===== src/rtl/definitions.sv =====
// Shared types and widths for the execute stage and its register-file interface.
package definitions;

    localparam int RegWidth     = 8;
    localparam int RegAddrWidth = 5;
    localparam int ShAmtWidth   = $clog2(RegWidth);
    localparam int CntWidth     = ShAmtWidth + 1;

    typedef enum logic {
        DISABLE = 1'b0,
        ENABLE  = 1'b1
    } Signal;

    typedef logic [RegWidth-1:0]     Register;
    typedef logic [RegAddrWidth-1:0] RegAddr;
    typedef logic [CntWidth-1:0]     IterCount;

    typedef enum logic [3:0] {
        ADD = 4'd0,
        SUB = 4'd1,
        AND = 4'd2,
        OR  = 4'd3,
        XOR = 4'd4,
        SLT = 4'd5,
        SHL = 4'd6,
        SHR = 4'd7,
        MUL = 4'd8
    } AluOp;

    // State literals carry an EX_ prefix so they do not collide with AluOp's MUL.
    typedef enum logic [1:0] {
        EX_IDLE = 2'd0,
        EX_MUL  = 2'd1,
        EX_WB   = 2'd2
    } ExState;

    function automatic Signal to_signal(input logic b);
        return b ? ENABLE : DISABLE;
    endfunction

endpackage


===== src/rtl/alu_comb.sv =====
// Purely combinational ALU for the single-cycle operations; MUL is handled elsewhere.
module alu_comb
    import definitions::*;
(
    input  AluOp    op,
    input  Register a,
    input  Register b,
    output Register y
);

    logic [ShAmtWidth-1:0] shamt_s;

    assign shamt_s = b[ShAmtWidth-1:0];

    // Result select; unsupported codes (including MUL) yield zero.
    always_comb begin
        y = '0;
        case (op)
            ADD:     y = a + b;
            SUB:     y = a - b;
            AND:     y = a & b;
            OR:      y = a | b;
            XOR:     y = a ^ b;
            SLT:     y = ($signed(a) < $signed(b)) ? Register'(1) : Register'(0);
            SHL:     y = a << shamt_s;
            SHR:     y = a >> shamt_s;
            default: y = '0;
        endcase
    end

endmodule


===== src/rtl/execute_unit.sv =====
// Execute stage: single-cycle ALU ops plus an iterative shift-add MUL, delivering
// each result as a one-cycle register-file write pulse.
module execute_unit
    import definitions::*;
(
    input  logic    clk,
    input  Signal   reset,
    input  Signal   start,
    input  AluOp    op,
    input  Register rs_val,
    input  Register rt_val,
    input  RegAddr  rd_addr,
    output Signal   ready,
    output Signal   busy,
    output Signal   write,
    output RegAddr  wr_addr,
    output Register wr_data
);

    ExState   state_q, state_d;
    Signal    ready_q, ready_d;
    Signal    busy_q, busy_d;
    Signal    write_q, write_d;
    RegAddr   wr_addr_q, wr_addr_d;
    Register  wr_data_q, wr_data_d;
    RegAddr   rd_q, rd_d;
    Register  mcand_q, mcand_d;
    Register  mplier_q, mplier_d;
    Register  acc_q, acc_d;
    IterCount cnt_q, cnt_d;

    Register  alu_y_s;
    Register  acc_next_s;
    logic     accept_s;
    logic     last_iter_s;

    alu_comb u_alu (
        .op (op),
        .a  (rs_val),
        .b  (rt_val),
        .y  (alu_y_s)
    );

    assign accept_s    = (start == ENABLE) && ((state_q == EX_IDLE) || (state_q == EX_WB));
    assign last_iter_s = (cnt_q == IterCount'(1));
    assign acc_next_s  = acc_q + (mplier_q[0] ? mcand_q : Register'(0));

    // State register and registered status/strobe outputs; reset wins over start.
    always_ff @(posedge clk) begin
        if (reset == ENABLE) begin
            state_q <= EX_IDLE;
            ready_q <= ENABLE;
            busy_q  <= DISABLE;
            write_q <= DISABLE;
        end else begin
            state_q <= state_d;
            ready_q <= ready_d;
            busy_q  <= busy_d;
            write_q <= write_d;
        end
    end

    // Next-state logic.
    always_comb begin
        state_d = state_q;
        case (state_q)
            EX_IDLE, EX_WB: begin
                if (accept_s) begin
                    state_d = (op == MUL) ? EX_MUL : EX_WB;
                end else begin
                    state_d = EX_IDLE;
                end
            end
            EX_MUL: begin
                if (last_iter_s) begin
                    state_d = EX_WB;
                end else begin
                    state_d = EX_MUL;
                end
            end
            default: state_d = EX_IDLE;
        endcase
    end

    // Outputs decoded from the upcoming state so they are registered alongside it.
    always_comb begin
        ready_d = to_signal((state_d == EX_IDLE) || (state_d == EX_WB));
        busy_d  = to_signal(state_d == EX_MUL);
        write_d = to_signal(state_d == EX_WB);
    end

    // Datapath registers: operands, multiplier iteration state and write payload.
    always_ff @(posedge clk) begin
        if (reset == ENABLE) begin
            wr_addr_q <= '0;
            wr_data_q <= '0;
            rd_q      <= '0;
            mcand_q   <= '0;
            mplier_q  <= '0;
            acc_q     <= '0;
            cnt_q     <= '0;
        end else begin
            wr_addr_q <= wr_addr_d;
            wr_data_q <= wr_data_d;
            rd_q      <= rd_d;
            mcand_q   <= mcand_d;
            mplier_q  <= mplier_d;
            acc_q     <= acc_d;
            cnt_q     <= cnt_d;
        end
    end

    // Datapath next values; the write payload only changes when entering WB.
    always_comb begin
        wr_addr_d = wr_addr_q;
        wr_data_d = wr_data_q;
        rd_d      = rd_q;
        mcand_d   = mcand_q;
        mplier_d  = mplier_q;
        acc_d     = acc_q;
        cnt_d     = cnt_q;
        if (accept_s) begin
            rd_d = rd_addr;
            if (op == MUL) begin
                mcand_d  = rs_val;
                mplier_d = rt_val;
                acc_d    = '0;
                cnt_d    = IterCount'(RegWidth);
            end else begin
                wr_addr_d = rd_addr;
                wr_data_d = alu_y_s;
            end
        end else if (state_q == EX_MUL) begin
            acc_d    = acc_next_s;
            mcand_d  = mcand_q << 1;
            mplier_d = mplier_q >> 1;
            cnt_d    = cnt_q - IterCount'(1);
            if (last_iter_s) begin
                wr_addr_d = rd_q;
                wr_data_d = acc_next_s;
            end else begin
                wr_data_d = wr_data_q;
            end
        end else begin
            cnt_d = cnt_q;
        end
    end

    assign ready   = ready_q;
    assign busy    = busy_q;
    assign write   = write_q;
    assign wr_addr = wr_addr_q;
    assign wr_data = wr_data_q;

endmodule


===== config.mk =====
export PLATFORM = sky130hd
export DESIGN_NAME = execute_unit
export DESIGN_NICKNAME = d
export VERILOG_FILES = /design/src/rtl/definitions.sv /design/src/rtl/alu_comb.sv /design/src/rtl/execute_unit.sv
export SDC_FILE = /design/constraint.sdc
export NUM_CORES = 1
export LEC_CHECK = 0
export ABC_AREA = 1
export CORE_MARGIN = 8
export CORE_UTILIZATION = 29
export DETAILED_ROUTE_END_ITERATION = 8
export GPL_ROUTABILITY_DRIVEN = 0
export PLACE_DENSITY = 0.51
export SKIP_CTS_REPAIR_TIMING = 1
export SLEW_MARGIN = 20
export SYNTH_ARGS = -nofsm -noshare
export SYNTH_HDL_FRONTEND = slang
export SYNTH_SLANG_ARGS = --single-unit

===== constraint.sdc =====
create_clock -name clk -period 1.87 [get_ports clk]
set_input_delay 0.187 -clock clk [delete_from_list [all_inputs] [get_ports clk]]
set_output_delay 0.187 -clock clk [all_outputs]
set_load 0.1 [all_outputs]

==> implementation parameters <==
Parameter                              Value

Route
  Via/cell ratio ... 4.85
  Routed via count ... 4481
  Routed wire length ... 13400 µm
  DRC ... 0
  Initial DRC Count ... 311
  Drt wl/cell ... between 10 and 15 µm
  Antenna Violating Nets Remaining ... 0
  Iteration count of the initial detailed-routing pass ... 5

Floorplan
  Die area ... between 15000 and 20000 µm²
  Die height ... 134 µm
  Io pins ... 44
  Die Span X ... around 130 µm
  Area of the placeable core ... 13700 µm²
  Number of rows created at floorplan ... 43
  Effective utilization at floorplan ... 29.3%

Global routing
  Pin count of the biggest net entering global routing ... 37
  Tot GR Track Use ... 14.6%
  Via count of the first global-routing pass ... 4427
  Antenna violations before repair ... 0
  First-pass GRT wire length ... 21500 µm
  Final global-route overflow total ... 0

Synth
  Sequential share of the synthesized area ... 25.4%
  Async S/R FF share, synth ... 0%
  Combined area of all synthesized cells ... 4020 µm²
  Most area-hungry cell type in the Yosys netlist ... dfxtp_1
  Distinct cells, synth ... 40
  Post-synthesis cell count ... 624
  Average cell area after synthesis ... 6.43 µm²
  Total of warnings raised by yosys ... 0
  Ys flop type ... dfxtp_1
  Flops & latches, synth ... 51
  Mapped Nets ... 691
  Yosys top cell area share ... 25.4%
  Most frequent cell after synthesis ... nand2_1
  Dominant cells by area after synthesis ... dfxtp_1, nand2_1, ha_1
  Number of enable-type register cells in the synthesized netlist ... 0
  Commonest cells in the synthesized netlist ... nand2_1, inv_1, nand3_1, o21ai_0, dfxtp_1

Timing
  Worst-case clock skew ... between 5 and 6 ps
  Worst slew pin tran ... around 300 ps
  Number of max-slew violations in the final report ... 0
  Final worst path period need ... 1870 ps
  Unrepaired setup endpoints after global routing ... yes
  Total of endpoints with negative setup slack in the final report ... 1
  Period utilisation layout ... 100%
  Final setup slack of the worst path ... -4.16 ps
  Relative slew margins ... roughly four fifths
  Highest attainable clock frequency ... about 530 MHz
  Final hold violation count ... 0

Placement
  Detailed-placement wirelength estimate ... 10600 µm
  Standard cell area after detailed placement ... 5210 µm²
  Worst-case setup slack after placement ... -457 ps
  Port-buffer cells ... 43

Clock tree
  Clock tree from TritonCTS ... built
  Number of buffers created by CTS ... 5
  Clock-pin slew on the worst setup and hold paths ... 70 ps
  Number of sinks on the clock net ... 51
  Clock latency reported for the late side of the worst-skew pair ... 290 ps
  Buffer levels on the longest clock path ... 2
  H-tree lvl count ... 2
  Root Buffer ... clkbuf_16

Setup path
  Stage delay of the slowest cell on the critical path ... 380 ps
  Most numerous cell on the critical path ... nand2_2
  Maximum net fanout on the critical path ... 3
  Worst reg2reg endpoint ... wr_data[4]$_SDFFE_PP0P_
  Startpoint of the lowest-slack register-to-register path ... mplier_q[0]$_SDFFE_PP0P_
  Top Family by Delay on Critical Path ... adder cells
  CP arrival ... between 2000 and 2500 ps
  Reg2Reg Depth ... 12
  Worst path required time ... 2060 ps
  Path type of the worst setup path ... flip-flop to flip-flop
  CP Launch Point ... mplier_q[0]$_SDFFE_PP0P_
  Slowest cell on crit path ... fa_2
  List of cells traversed by the critical path ... nand2_2, inv_2, ha_4, fa_2, nand2_2, inv_2, o21ai_2, nand2_2, o21ai_4, nand2_1, a21oi_2, nor2_1
  Buf+Inv Stages, Crit Path ... 2
  Crit. path cell count ... 12
  Nature of the critical path endpoint ... flip-flop
  Register-to-register setup slack ... -4 ps
  Sort of element at the start of the critical path ... flip-flop

Finish
  Post-route standard cell area excluding fillers ... 5630 µm²
  Share of the core filled with cells in the final layout ... 41.0%
  Number of antenna diodes ... 0
  Synth-to-Final Area Change ... 40.1%
  Net count of the finished layout ... 810
  Layout cell share with drive strength beyond 1 ... between 20% and 30%

Power and ir drop
  Standby leakage power ... 0.00273 µW
  Ratio of total power to cell area ... 605 nW/µm²
  Peak ir drop on the vdd network ... 375 µV

Flow run
  Maximum Capacitance Violations ... 0

Min path
  Hold Path Depth ... 4
  Class of the tightest hold or removal check ... input pin to flip-flop
  WHS Endpoint ... mcand_q[0]$_SDFFE_PP0P_
  Worst hold path startpoint ... rs_val[0]

Run status
  Outcome ... finished with violations
  Violations in the final reports ... negative setup slack
[tightest hold or removal path: cells and delay by family]
kind / cells / cell delay (ps)
AND/OR/NAND/NOR: 1 / 110
AO/OA/AOI/OAI: 1 / 70
buffers and inverters: 2 / 300
[final cells by class]
cell class	instances	area, µm²
Inverter	80	300
Fill cell	1427	8090
Tap cell	180	225
Timing Repair Buffer	135	1130
Clock buffer	5	125
Multi-Input combinational cell	470	2800
Clock inverter	3	23.8
Sequential cell	51	1020
[routing by layer]
metal	GRT usage [%]	up-vias	wire, µm
li1	-	2292	-
met1	18.8	2070	6140
met2	24.2	91	6440
met3	1.88	28	434
met4	5.55	0	354
met5	0	-	0
[power by group]
group | total [µW] | internal, µW | switching [µW] | leakage, µW
Clock | 922 | 501 | 421 | 0.0000664
Combinational | 1270 | 483 | 786 | 0.00224
Sequential | 1220 | 1170 | 47.0 | 0.000419
[stage by stage]
stage / std cells / hold WS (ps) / total power, µW / TNS (ps)
3_3_place_gp: 915 / 457 / 2420 / -2880
5_1_grt: 924 / 462 / 3610 / -396
2_1_floorplan: 624 / 256 / 1970 / 0
4_1_cts: 923 / 465 / 3360 / -631
6_report: 924 / 433 / 3410 / -4.16
3_5_place_dp: 915 / 455 / 2430 / -3180
[cells by family (layout without fill, tap and decap cells)]
kind of cell,Yosys count,after routing,synth area share [%]
mux,5,5,1.25
fa+ha+maj,39,39,12.7
xor+xnor,3,3,0.655
compound gates,132,132,17.9
buf+inv,103,223,10.9
simple gates,291,291,31.2
flops,51,51,25.4
[sequential cells by signal (all words and copies together) (netlist names)]
signal / flops
acc_q: 8
mcand_q: 8
mplier_q: 8
wr_data: 8
rd_q: 5
wr_addr: 5
cnt_q: 4
state_q: 2
busy: 1
ready: 1
write: 1
[how the worst max path moves through the flow]
stage                              endpoint  slack [ps]
floorplan           wr_data[4]$_SDFFE_PP0P_           2
global placement    wr_data[1]$_SDFFE_PP0P_        -430
detailed placement  wr_data[1]$_SDFFE_PP0P_        -460
CTS                 wr_data[4]$_SDFFE_PP0P_        -170
global route        wr_data[4]$_SDFFE_PP0P_        -120
finish              wr_data[4]$_SDFFE_PP0P_          -4
[cells in the final DEF (no fill, tap or decap), types with 10 or more instances in the layout]
cell type,n
a21oi_1,33
a31oi_1,14
buf_4,105
clkdlybuf4s50_1,24
dfxtp_1,50
ha_1,23
ha_4,10
inv_1,66
inv_2,14
nand2_1,154
nand3_1,55
nor2_1,46
o21ai_0,48
(Power assumes the default switching activity.)
